### config.mk
export PLATFORM = sky130hd
export DESIGN_NAME = fpga_cfg_readback
export DESIGN_NICKNAME = d
export VERILOG_FILES = /design/src/rtl/fpga_cfg_pkg.sv /design/src/rtl/fpga_cfg_deser.sv /design/src/rtl/fpga_cfg_readback.sv
export SDC_FILE = /design/constraint.sdc
export NUM_CORES = 1
export LEC_CHECK = 0
export BUFFER_PORTS_ARGS = -buffer_cell sky130_fd_sc_hd__buf_2
export CAP_MARGIN = 25
export CORE_UTILIZATION = 30
export CTS_CLUSTER_DIAMETER = 50
export CTS_CLUSTER_SIZE = 30
export DETAILED_ROUTE_END_ITERATION = 10
export GPL_TIMING_DRIVEN = 1
export PLACE_DENSITY = 0.47
export SLEW_MARGIN = 15
export SYNTH_ARGS = -nofsm -noshare
export SYNTH_HDL_FRONTEND = slang
export SYNTH_SLANG_ARGS = --single-unit
### constraint.sdc
create_clock -name clk_i -period 3.3 [get_ports clk_i]
set_clock_uncertainty 0.2 [all_clocks]
set_input_delay 0.33 -clock clk_i [delete_from_list [all_inputs] [get_ports clk_i]]
set_output_delay 0.33 -clock clk_i [all_outputs]
set_load 0.05 [all_outputs]
### src/rtl/fpga_cfg_pkg.sv
// ----------------------------------------------------------------------------
// fpga_cfg_pkg
// Definitions shared by the configuration readback path and the config loader.
//   - CFG_CHAIN_LEN / CFG_WORD_W : default chain length and host word width
//   - cfg_state_t and St* values : readback controller state encoding
// ----------------------------------------------------------------------------
package fpga_cfg_pkg;

   localparam int unsigned CFG_CHAIN_LEN = 1024;
   localparam int unsigned CFG_WORD_W    = 32;

   typedef logic [1:0] cfg_state_t;

   localparam cfg_state_t StIdle  = 2'd0;
   localparam cfg_state_t StShift = 2'd1;
   localparam cfg_state_t StDrain = 2'd2;
   localparam cfg_state_t StDone  = 2'd3;

endpackage

### src/rtl/fpga_cfg_deser.sv
// ----------------------------------------------------------------------------
// fpga_cfg_deser
// Serial-to-parallel packer for the config readback stream, LSB first.
// Ports:
//   clk_i, rstn_i  clock, async active-low reset
//   clear_i        return to the start of a word (held while the controller idles)
//   sample_i       bit_i is captured on this edge
//   bit_i          serial bit from the chain tail
//   last_i         the bit at the current position is the final chain bit
//   will_done_o    the next captured bit completes a word (independent of sample_i)
//   word_done_o    a word completes on this edge
//   word_o         completed word including bit_i, unused upper bits zeroed
// ----------------------------------------------------------------------------
module fpga_cfg_deser #(
   parameter int unsigned WORD_W = 32
) (
   input  logic              clk_i,
   input  logic              rstn_i,
   input  logic              clear_i,
   input  logic              sample_i,
   input  logic              bit_i,
   input  logic              last_i,
   output logic              will_done_o,
   output logic              word_done_o,
   output logic [WORD_W-1:0] word_o
);

   localparam int unsigned IDX_W = $clog2(WORD_W);

   logic [IDX_W-1:0]  idx_q, idx_d;
   logic [WORD_W-1:0] sreg_q, sreg_d;

   // Must not depend on sample_i: the top level derives the shift enable from it.
   assign will_done_o = (idx_q == IDX_W'(WORD_W - 1)) || last_i;
   assign word_done_o = sample_i && will_done_o;

   // Bits at or above the current index are padding, except the incoming bit.
   always_comb begin
      word_o = '0;
      for (int i = 0; i < int'(WORD_W); i++) begin
         if (IDX_W'(i) < idx_q) begin
            word_o[i] = sreg_q[i];
         end else if (IDX_W'(i) == idx_q) begin
            word_o[i] = bit_i;
         end
      end
   end

   always_comb begin
      sreg_d = sreg_q;
      idx_d  = idx_q;
      if (clear_i) begin
         sreg_d = '0;
         idx_d  = '0;
      end else if (sample_i) begin
         if (will_done_o) begin
            sreg_d = '0;
            idx_d  = '0;
         end else begin
            sreg_d[idx_q] = bit_i;
            idx_d         = idx_q + IDX_W'(1);
         end
      end
   end

   always_ff @(posedge clk_i or negedge rstn_i) begin
      if (!rstn_i) begin
         sreg_q <= '0;
         idx_q  <= '0;
      end else begin
         sreg_q <= sreg_d;
         idx_q  <= idx_d;
      end
   end

endmodule

### src/rtl/fpga_cfg_readback.sv
// ----------------------------------------------------------------------------
// fpga_cfg_readback
// Non-destructive readback of the configuration shift chain. The tail bit is
// sampled and recirculated into the head, so after CHAIN_LEN shifts the chain
// holds its original contents. Bits are packed into WORD_W words and streamed
// to the host over valid/ready.
// Ports:
//   clk_i, rstn_i                  config clock, async active-low reset
//   start_i                        begin a readback (ignored while busy)
//   busy_o, done_o                 status; done_o is a one-cycle pulse
//   chain_shift_o                  chain shift enable
//   chain_data_o / chain_data_i    chain head input / chain tail output
//   rd_data_o, rd_valid_o,
//   rd_ready_i, rd_last_o          host word stream
// ----------------------------------------------------------------------------
module fpga_cfg_readback
   import fpga_cfg_pkg::*;
#(
   parameter int unsigned CHAIN_LEN = CFG_CHAIN_LEN,
   parameter int unsigned WORD_W    = CFG_WORD_W
) (
   input  logic              clk_i,
   input  logic              rstn_i,
   input  logic              start_i,
   output logic              busy_o,
   output logic              done_o,
   output logic              chain_shift_o,
   output logic              chain_data_o,
   input  logic              chain_data_i,
   output logic [WORD_W-1:0] rd_data_o,
   output logic              rd_valid_o,
   input  logic              rd_ready_i,
   output logic              rd_last_o
);

   localparam int unsigned CNT_W = $clog2(CHAIN_LEN + 1);

   cfg_state_t        state_q, state_d;
   logic [CNT_W-1:0]  cnt_q, cnt_d;
   logic              valid_q, valid_d;
   logic              last_q, last_d;
   logic [WORD_W-1:0] data_q, data_d;

   logic              last_bit;
   logic              will_done;
   logic              word_done;
   logic [WORD_W-1:0] word;

   assign last_bit = (cnt_q == CNT_W'(CHAIN_LEN - 1));

   // Stall only if the next bit would complete a word while the output register
   // is still occupied; rd_ready_i frees it in the same cycle.
   assign chain_shift_o = (state_q == StShift) && !(will_done && valid_q && !rd_ready_i);
   assign chain_data_o  = chain_shift_o & chain_data_i;

   fpga_cfg_deser #(
      .WORD_W(WORD_W)
   ) u_deser (
      .clk_i      (clk_i),
      .rstn_i     (rstn_i),
      .clear_i    (state_q == StIdle),
      .sample_i   (chain_shift_o),
      .bit_i      (chain_data_i),
      .last_i     (last_bit),
      .will_done_o(will_done),
      .word_done_o(word_done),
      .word_o     (word)
   );

   always_comb begin
      state_d = state_q;
      cnt_d   = cnt_q;
      if (state_q == StIdle) begin
         cnt_d = '0;
      end else if (chain_shift_o) begin
         cnt_d = cnt_q + CNT_W'(1);
      end
      case (state_q)
         StIdle:  if (start_i) state_d = StShift;
         StShift: if (chain_shift_o && last_bit) state_d = StDrain;
         StDrain: if (valid_q && rd_ready_i) state_d = StDone;
         StDone:  state_d = StIdle;
         default: state_d = StIdle;
      endcase
   end

   // The stall guarantees word_done never coincides with an unaccepted word.
   always_comb begin
      valid_d = valid_q;
      last_d  = last_q;
      data_d  = data_q;
      if (word_done) begin
         valid_d = 1'b1;
         last_d  = last_bit;
         data_d  = word;
      end else if (valid_q && rd_ready_i) begin
         valid_d = 1'b0;
      end
   end

   always_ff @(posedge clk_i or negedge rstn_i) begin
      if (!rstn_i) begin
         state_q <= StIdle;
         cnt_q   <= '0;
         valid_q <= 1'b0;
         last_q  <= 1'b0;
         data_q  <= '0;
      end else begin
         state_q <= state_d;
         cnt_q   <= cnt_d;
         valid_q <= valid_d;
         last_q  <= last_d;
         data_q  <= data_d;
      end
   end

   assign busy_o     = (state_q != StIdle);
   assign done_o     = (state_q == StDone);
   assign rd_data_o  = data_q;
   assign rd_valid_o = valid_q;
   assign rd_last_o  = valid_q & last_q;

endmodule
==> impl_metrics.env, run 1 <==
export IMPL_status="complete, no violations"
export IMPL_syn_inst=485
export IMPL_syn_cell_area_sq_um=4510
export IMPL_overflow=0
export IMPL_areaGrowthSynthToFinish_pct=14.3
export IMPL_tns_ns=0
export IMPL_path_cells="ha_1, and3_1, ha_1, nand3b_2, and2_1, o21ai_4, inv_2, and2_4, buf_2"
export IMPL_drt_iter0_markers=263
export IMPL_vias_per_cell=5.35
export IMPL_drtAntennaViolNets=0
export IMPL_setup_worst_path_end_class="output port"
export IMPL_root_buffer="clkbuf_16"
export IMPL_num_vias=3747
export IMPL_worstMarginPinSlew_ns=0.747
export IMPL_synth_area_per_cell_sq_um=9.29
export IMPL_synth_xor_area_share_pct=1.55
export IMPL_power_density_nw_per_um2=429
export IMPL_die_w_microns=125
export IMPL_finalCritPeriodShare_pct=94.1
export IMPL_worstPathMaxFanout=13
export IMPL_max_cap_viol_count=0
export IMPL_grt_pass1_vias=3635
export IMPL_r2r_start="u_deser.idx_q[0]"
export IMPL_drt_wl_total_mm=12.9
export IMPL_io_buffers=42
export IMPL_p_leak_nw=2.33
export IMPL_startpoint_type="register"
export IMPL_grt_max_degree=65
export IMPL_synth_top_area_share_pct=46.1
export IMPL_cts_resized=0
export IMPL_clock_sinks=83
export IMPL_finalNetCount=527
export IMPL_synth_most_common_cell="nand2_1"
export IMPL_fillers=1481
export IMPL_synth_fa_ha_area_share_pct=2.78
export IMPL_coreArea_sq_um=14600
export IMPL_ys_top_cells_by_area="dfrtp_1 46%, nand2_1 7.2%, mux2i_1 4.4%"
export IMPL_cts_tree="done"
export IMPL_fmax_mhz=322
export IMPL_rsz0062_at_grt="no"
export IMPL_rr_endpoint="u_deser.sreg_q[30]"
export IMPL_firstDrtPassIters=5
export IMPL_min_path_cells=3
export IMPL_slowest_delay_ns=0.50
export IMPL_start_util_pct=30.9
export IMPL_yosys_mux_area_fraction_pct=4.69
export IMPL_crit_type="register to output port"
export IMPL_critPathLaunch="u_deser.idx_q[0]"
export IMPL_pin_count=43
export IMPL_cp_arrival_ns=2.58
export IMPL_required_ns=2.77
export IMPL_crit_path_top_delay_cell="dfrtp_1"
export IMPL_hold_path_class="input pin to register"
export IMPL_synth_cell_types=60
export IMPL_grt_pass1_wl_mm=20.8
export IMPL_synth_edff_count=0
export IMPL_synth_commonest_cells="86 x nand2_1, 83 x dfrtp_1, 34 x nand3_1, 29 x o21ai_0, 27 x nor2_1"
export IMPL_seq_area_frac_synth_pct=46.1
export IMPL_rows=44
export IMPL_holdCritStartpoint="chain_data_i"
export IMPL_period_needed_ns=3.11
export IMPL_setup_viol_count_final=0
export IMPL_syn_nets=500
export IMPL_min_to="u_deser.sreg_q[7]"
export IMPL_synth_largest_area_cell="dfrtp_1"
export IMPL_die_y_microns=125
export IMPL_finalWeightedCongestion=0.817
export IMPL_wire_per_inst_microns=18.4
export IMPL_clkSlewWorstSetupHoldPaths_ns=0.07
export IMPL_grt_total_usage_pct=17.3
export IMPL_antenna_cells=0
export IMPL_final_max_slew_viol_count=0
export IMPL_hpwl_mm=8.85
export IMPL_ys_async_sr_fraction_pct=100
export IMPL_clk_insertion_delay_late_ns=0.35
export IMPL_die_area_sq_um=15500
export IMPL_finalHoldViolCount=0
export IMPL_yosys_warnings=0
export IMPL_drive_gt1_share_pct=15.7
export IMPL_finalPower_mw=2.21
export IMPL_antenna_found_initial=0
export IMPL_r2r_setup_slack_ns=0.50
export IMPL_synth_seq_cells=83
export IMPL_synthFlopType="dfrtp_1"
export IMPL_synth_top_family_by_area="simple AND/OR/NAND/NOR gates"
export IMPL_synthSimpleGateAreaFrac_pct=19.7
export IMPL_htree_num_levels=3
export IMPL_vdd_drop_max_mv=0.233
export IMPL_synth_compound_area_share_pct=19.5
export IMPL_r2r_cells=9
export IMPL_slew_headroom_pct=50.1
export IMPL_clockBufferDepth=2
export IMPL_crit_top_cell="ha_1"
export IMPL_drc=0
export IMPL_cts_buffers=9
cell type report:
cell class              count  area [sq um]  area share (%)
repair buffers             56           340            6.61
multi-input cells         350          2170            42.2
flip-flops and latches     83          2080            40.3
well taps                 184           230            4.47
inverters                  12          45.0           0.874
clock buffers               9           225            4.37
clock inverters             7          60.1            1.17
worst max-delay path, delay by kind of cell (launching register included):
family,cells,cell delay [ns]
buffers and inverters,2,0.37
AND/OR/NAND/NOR,4,0.71
AO/OA/AOI/OAI,1,0.12
flip-flops,1,0.50
adder cells (fa/ha/maj),2,0.53
metrics by stage:
step / instance area, sq um / hold slack (ns) / instances / util (%) / worst slack (ns)
4_1_cts: 5150 / 0.207 / 701 / 35.3 / 0.172
5_1_grt: 5150 / 0.227 / 701 / 35.3 / 0.0477
2_1_floorplan: 4510 / -0.166 / 485 / - / 0.404
3_5_place_dp: 4860 / 0.130 / 684 / 33.3 / 0.511
6_report: 5150 / 0.216 / 701 / 35.3 / 0.194
3_3_place_gp: 4830 / 0.259 / 683 / 33.1 / 0.507
logic make-up after synthesis:
family | after synthesis
DFF | 83
and+or+nand+nor | 188
buffers and inverters | 52
adders and majority gates | 10
muxes | 21
xor gates and xnor gates | 8
AOI/OAI and AO/OA | 123
worst max-delay path by stage:
stage	endpoint	slack (ns)	depth (start not counted)
final	chain_data_o	0.19	9
after global routing	chain_data_o	0.05	9
after CTS	chain_data_o	0.17	9
after detailed placement	u_deser.sreg_q[30]	0.51	9
after global placement	u_deser.sreg_q[2]	0.51	7
after floorplan	rd_data_o[31]	0.40	13
per-layer routing:
layer	up-vias	wire, microns	GRT usage (%)
met5	-	0	0
li1	1790	-	-
met4	0	261	7.65
met3	18	579	2.84
met2	115	5640	25.3
met1	1824	6380	24.8
timing repair:
| item | CTS | global route |
|---|---|---|
| hold buffers | 1 | 0 |
| buffers inserted | 0 | 0 |
| hold endpoints to repair | 33 | 0 |
power by group:
part	switching [mW]	internal, mW
Combinational	0.130	0.0346
Clock	0.469	0.522
Sequential	0.0116	1.04
cell usage in the layout, fill, tap and decap left out, types with 4 or more instances in the layout:
master	count
a21oi_1	10
a22o_1	4
a22oi_1	9
a31oi_1	5
a32o_1	11
and2_1	8
and3_1	7
buf_2	41
buf_4	13
clkbuf_16	9
dfrtp_1	83
ha_1	10
inv_1	11
mux2i_1	20
nand2_1	86
nand3_1	34
nand4_1	4
nor2_1	27
o211ai_1	5
o21ai_0	29
o21ai_1	10
o31ai_1	13
xnor2_1	6
registers in the layout (all words and copies together) (netlist names):
register,count
state_q,2
u_deser.idx_q,5
cnt_q,11
u_deser.sreg_q,31
rd_valid_o,1
last_q,1
rd_data_o,32
Power figures use the tool's default switching activity.
==> run 2: changes to the inputs <==
Clock period 3.3 ns to 3.99 ns, I/O delays scaled along.
==> run 2 against run 1 <==
- non-clock buffer count fell by 5
- cell count decreased by 0.71%
- register-to-register slack improved by 0.33 ns
- sequential cell count unchanged
- combinational power shrank 18%
- sequential share of layout area rose by 0.48 points
- via count down 1.7%
- sequential power is 17% lower
- worst setup slack improved by 0.19 ns
- critical path type unchanged
- highest routed layer unchanged
- global-route usage fell by 0.50 points
- die area stayed put
==> impl_metrics.env, run 2 (same netlist as run 1, synthesis figures left out) <==
export IMPL_fmax_mhz=277
export IMPL_drc=0
export IMPL_slew_headroom_pct=49.5
export IMPL_swShare_pct=25.8
export IMPL_firstDrtPassIters=5
export IMPL_status="complete, no violations"
export IMPL_clk_insertion_delay_late_ns=0.35
export IMPL_vdd_drop_max_mv=0.206
export IMPL_antenna_found_initial=0
export IMPL_worstMarginPinSlew_ns=0.755
export IMPL_required_ns=3.39
export IMPL_place_inst=679
export IMPL_drt_iter0_markers=272
export IMPL_period_needed_ns=3.61
export IMPL_cp_arrival_ns=3.01
export IMPL_die_w_microns=125
export IMPL_pre_cts_ws_ns=0.777
export IMPL_start_util_pct=30.9
export IMPL_power_density_nw_per_um2=346
export IMPL_cts_tree="done"
export IMPL_hold_worst_slack_ns=0.273
export IMPL_place_area_sq_um=4820
export IMPL_finalPower_mw=1.76
export IMPL_max_cap_viol_count=0
export IMPL_setup_viol_count_final=0
export IMPL_pin_count=43
export IMPL_clock_sinks=83
export IMPL_switchingPower_mw=0.455
export IMPL_drt_wl_total_mm=12.5
export IMPL_num_vias=3684
export IMPL_grt_total_usage_pct=16.8
export IMPL_vias_per_cell=5.29
export IMPL_startpoint_type="register"
export IMPL_r2r_setup_slack_ns=0.83
export IMPL_antenna_cells=0
export IMPL_rsz0062_at_grt="no"
export IMPL_tns_ns=0
export IMPL_seqPwrFrac_pct=49.4
export IMPL_cts_resized=0
export IMPL_finalWeightedCongestion=0.783
export IMPL_p_clk_share_pct=42.9
export IMPL_layout_commonest_cell="nand2_1"
export IMPL_crit_type="register to output port"
export IMPL_clkSlewWorstSetupHoldPaths_ns=0.06
export IMPL_drtAntennaViolNets=0
export IMPL_p_int_mw=1.31
export IMPL_drive_gt1_share_pct=14.5
export IMPL_finalHoldViolCount=0
export IMPL_clockBufferDepth=2
export IMPL_coreArea_sq_um=14600
export IMPL_hold_path_class="register to register"
export IMPL_die_area_sq_um=15500
export IMPL_cts_buffers=9
export IMPL_die_y_microns=125
export IMPL_fin_area_sq_um=5090
export IMPL_grt_max_degree=65
export IMPL_wire_per_inst_microns=18.0
export IMPL_root_buffer="clkbuf_16"
export IMPL_power_frac_comb_pct=7.7
export IMPL_overflow=0
export IMPL_htree_num_levels=3
export IMPL_final_cell_count_no_fill=696
export IMPL_finalCritPeriodShare_pct=90.4
export IMPL_rows=44
export IMPL_grt_pass1_wl_mm=20.3
export IMPL_final_max_slew_viol_count=0
export IMPL_setup_worst_path_end_class="output port"
export IMPL_hpwl_mm=8.81
export IMPL_final_core_util_pct=34.9
export IMPL_io_buffers=42
export IMPL_layout_common_cells="86 x nand2_1, 83 x dfrtp_1, 41 x buf_2, 34 x nand3_1, 29 x o21ai_0"
export IMPL_grt_pass1_vias=3577
export IMPL_layout_setup_ws_ns=0.383
export IMPL_finalNetCount=522
export IMPL_areaGrowthSynthToFinish_pct=13.0
export IMPL_p_leak_nw=2.29
export IMPL_worstPathMaxFanout=13
export IMPL_largest_reg_flops=32
[run 2: cell count changes in the layout (fill, tap and decap cells not counted)]
cell	before	now
clkinv_4	3	0
clkinvlp_4	1	2
buf_4	13	8
inv_6	3	0
clkinv_2	0	3
clkbuf_1	0	2
[run 2: critical path, stage by stage, from the launching register on]
cell and delay, ns:
dfrtp_1 0.55, ha_1 0.43, and3_1 0.23, ha_1 0.39, nand3b_2 0.17, and2_1 0.28, o21ai_4 0.13, inv_2 0.11
and2_4 0.18, buf_2 0.20
[run 2: path summary, 6_finish.rpt]
path / startpoint / to / depth (start not counted)
max: u_deser.idx_q[0] / chain_data_o / 9
min: rd_data_o[9] / rd_data_o[9] / 2
max reg2reg: u_deser.idx_q[0] / u_deser.sreg_q[21] / 9
min reg2reg: rd_data_o[9] / rd_data_o[9] / 2
max in group asynchronous: rstn_i / u_deser.sreg_q[30] / 3
min in group asynchronous: rstn_i / cnt_q[5] / 2
[run 2: layout make-up]
cell class                 count  area (sq um)
fill                        1477          9500
inverter                      12          45.0
tap                          184           230
clock buffer                  11           233
clock inverter                 5          30.0
sequential                    83          2080
timing repair buffer          51           303
multi-input combinational    350          2170
[run 2: power by group through the flow]
stage | clock network (mW) | registers, mW | logic, mW
after floorplan | 0 | 0.946 | 0.0259
after global placement | 0 | 0.886 | 0.134
after detailed placement | 0 | 0.887 | 0.138
after CTS | 0.787 | 0.871 | 0.139
after global routing | 0.818 | 0.873 | 0.146
final | 0.756 | 0.871 | 0.136
[run 2: what timing repair did]
action,in CTS,in global routing
hold endpoints to repair,29,0
setup buffers,0,0
hold buffers,1,0
setup endpoints to repair,0,0
[run 2: per-layer routing]
layer	vias up	routed length (microns)	track usage, %
met3	12	476	2.88
met4	0	197	6.66
met2	83	5820	25.6
li1	1781	-	-
met5	-	0	0
met1	1808	6060	23.4
==> run 3: changes to the inputs <==
Settings changed: PLACE_DENSITY 0.47 to 0.52.
==> run 3 against run 2 <==
- clock power rose by 39%
- global-route usage fell by 0.78 points
- largest power group is now the clock network
- combinational power barely moved
- sequential share of layout area fell by 0.94 points
- power rose by 17%
- wire length fell by 3.5%
- critical endpoint is now u_deser.sreg_q[10]
- highest routed layer unchanged
==> impl_metrics.env, run 3 (same netlist as run 1, synthesis figures left out) <==
export IMPL_status="complete, no violations"
export IMPL_areaGrowthSynthToFinish_pct=15.6
export IMPL_antenna_cells=0
export IMPL_antenna_found_initial=0
export IMPL_cp_arrival_ns=3.37
export IMPL_clk_insertion_delay_late_ns=0.34
export IMPL_finalWeightedCongestion=0.812
export IMPL_coreArea_sq_um=14600
export IMPL_vdd_drop_max_mv=0.175
export IMPL_max_cap_viol_count=0
export IMPL_drc=0
export IMPL_required_ns=4.02
export IMPL_drt_wl_total_mm=12.1
export IMPL_cts_buffers=9
export IMPL_clock_sinks=83
export IMPL_layout_commonest_cell="nand2_1"
export IMPL_final_max_slew_viol_count=0
export IMPL_setup_worst_path_end_class="register"
export IMPL_worstMarginPinSlew_ns=1.07
export IMPL_firstDrtPassIters=5
export IMPL_die_w_microns=125
export IMPL_grt_pass1_wl_mm=19.8
export IMPL_root_buffer="clkbuf_16"
export IMPL_num_vias=3781
export IMPL_cts_tree="done"
export IMPL_startpoint_type="register"
export IMPL_tns_ns=0
export IMPL_crit_type="register to register"
export IMPL_layout_setup_ws_ns=0.655
export IMPL_rows=44
export IMPL_drtAntennaViolNets=0
export IMPL_clockBufferDepth=2
export IMPL_pre_cts_ws_ns=0.705
export IMPL_grt_pass1_vias=3640
export IMPL_ctsHoldBuffers=1
export IMPL_hold_path_class="register to register"
export IMPL_grt_total_usage_pct=16.0
export IMPL_finalCritPeriodShare_pct=83.6
export IMPL_period_needed_ns=3.33
export IMPL_finalHoldViolCount=0
export IMPL_die_area_sq_um=15500
export IMPL_post_cts_buffers=0
export IMPL_r2r_cells=8
export IMPL_fillers=1452
export IMPL_slew_headroom_pct=28.7
export IMPL_drive_gt1_share_pct=15.0
export IMPL_rsz0062_at_grt="no"
export IMPL_clkSlewWorstSetupHoldPaths_ns=0.06
export IMPL_grt_max_degree=63
export IMPL_layout_common_cells="86 x nand2_1, 83 x dfrtp_1, 41 x buf_2, 34 x nand3_1, 29 x o21ai_0"
export IMPL_htree_num_levels=3
export IMPL_cts_resized=0
export IMPL_finalNetCount=523
export IMPL_setup_viol_count_final=0
export IMPL_io_buffers=42
export IMPL_p_leak_nw=2.35
export IMPL_die_y_microns=125
export IMPL_pin_count=43
export IMPL_overflow=0
export IMPL_power_density_nw_per_um2=394
export IMPL_largest_reg_flops=32
export IMPL_start_util_pct=30.9
export IMPL_finalPower_mw=2.05
export IMPL_min_path_cells=2
export IMPL_wire_per_inst_microns=17.4
export IMPL_drt_iter0_markers=298
export IMPL_fmax_mhz=300
export IMPL_vias_per_cell=5.42
export IMPL_hpwl_mm=8.18
export IMPL_worstPathMaxFanout=28
[run 3: power by group]
part | leakage (nW) | switching, mW | internal, mW
Combinational | 1.12 | 0.106 | 0.0286
Clock | 0.179 | 0.356 | 0.693
Sequential | 1.05 | 0.00947 | 0.860
[run 3: critical path, stage by stage (launching register included)]
cell,delay [ns]
dfrtp_1,0.38
ha_1,0.33
and3_1,0.20
ha_1,0.30
nand3b_2,0.15
and2_1,0.28
o22a_1,0.89
nand3_1,0.17
a32o_1,0.32
[run 3: worst paths after layout]
kind / slack, ns / startpoint / to
worst min register to register: 0.27 / rd_data_o[30] / rd_data_o[30]
min in group asynchronous: 0.31 / rstn_i / state_q[1]
worst min-delay path: 0.27 / rd_data_o[30] / rd_data_o[30]
max in group asynchronous: 2.66 / rstn_i / rd_data_o[28]
worst max register to register: 0.66 / u_deser.idx_q[0] / u_deser.sreg_q[10]
worst max-delay path: 0.66 / u_deser.idx_q[0] / u_deser.sreg_q[10]
[run 3: cell type report]
| cell class | count | area, sq um | share of cell area, % |
|---|---|---|---|
| repair buffers | 52 | 310 | 5.95 |
| multi-input cells | 350 | 2170 | 41.7 |
| clock buffers | 10 | 239 | 4.59 |
| clock inverters | 6 | 136 | 2.62 |
| flip-flops and latches | 83 | 2080 | 39.9 |
| well taps | 184 | 230 | 4.42 |
| inverters | 12 | 45.0 | 0.864 |
[run 3: through the flow]
stage / instances / area (sq um) / util, % / hold slack (ns)
global placement: 679 / 4800 / 32.9 / 0.261
floorplan: 485 / 4510 / - / -0.0966
CTS: 697 / 5210 / 35.7 / 0.279
detailed placement: 680 / 4830 / 33.1 / 0.141
global route: 697 / 5210 / 35.7 / 0.296
finish: 697 / 5210 / 35.7 / 0.271
[run 3: routing by layer]
| layer | vias to the layer above | global-route usage [%] | part of all wire (%) |
|---|---|---|---|
| met5 | - | 0 | 0 |
| met4 | 0 | 5.39 | 1.6 |
| met3 | 15 | 2.15 | 3.7 |
| met2 | 95 | 24.8 | 46 |
| met1 | 1886 | 22.8 | 49 |
| li1 | 1785 | - | - |
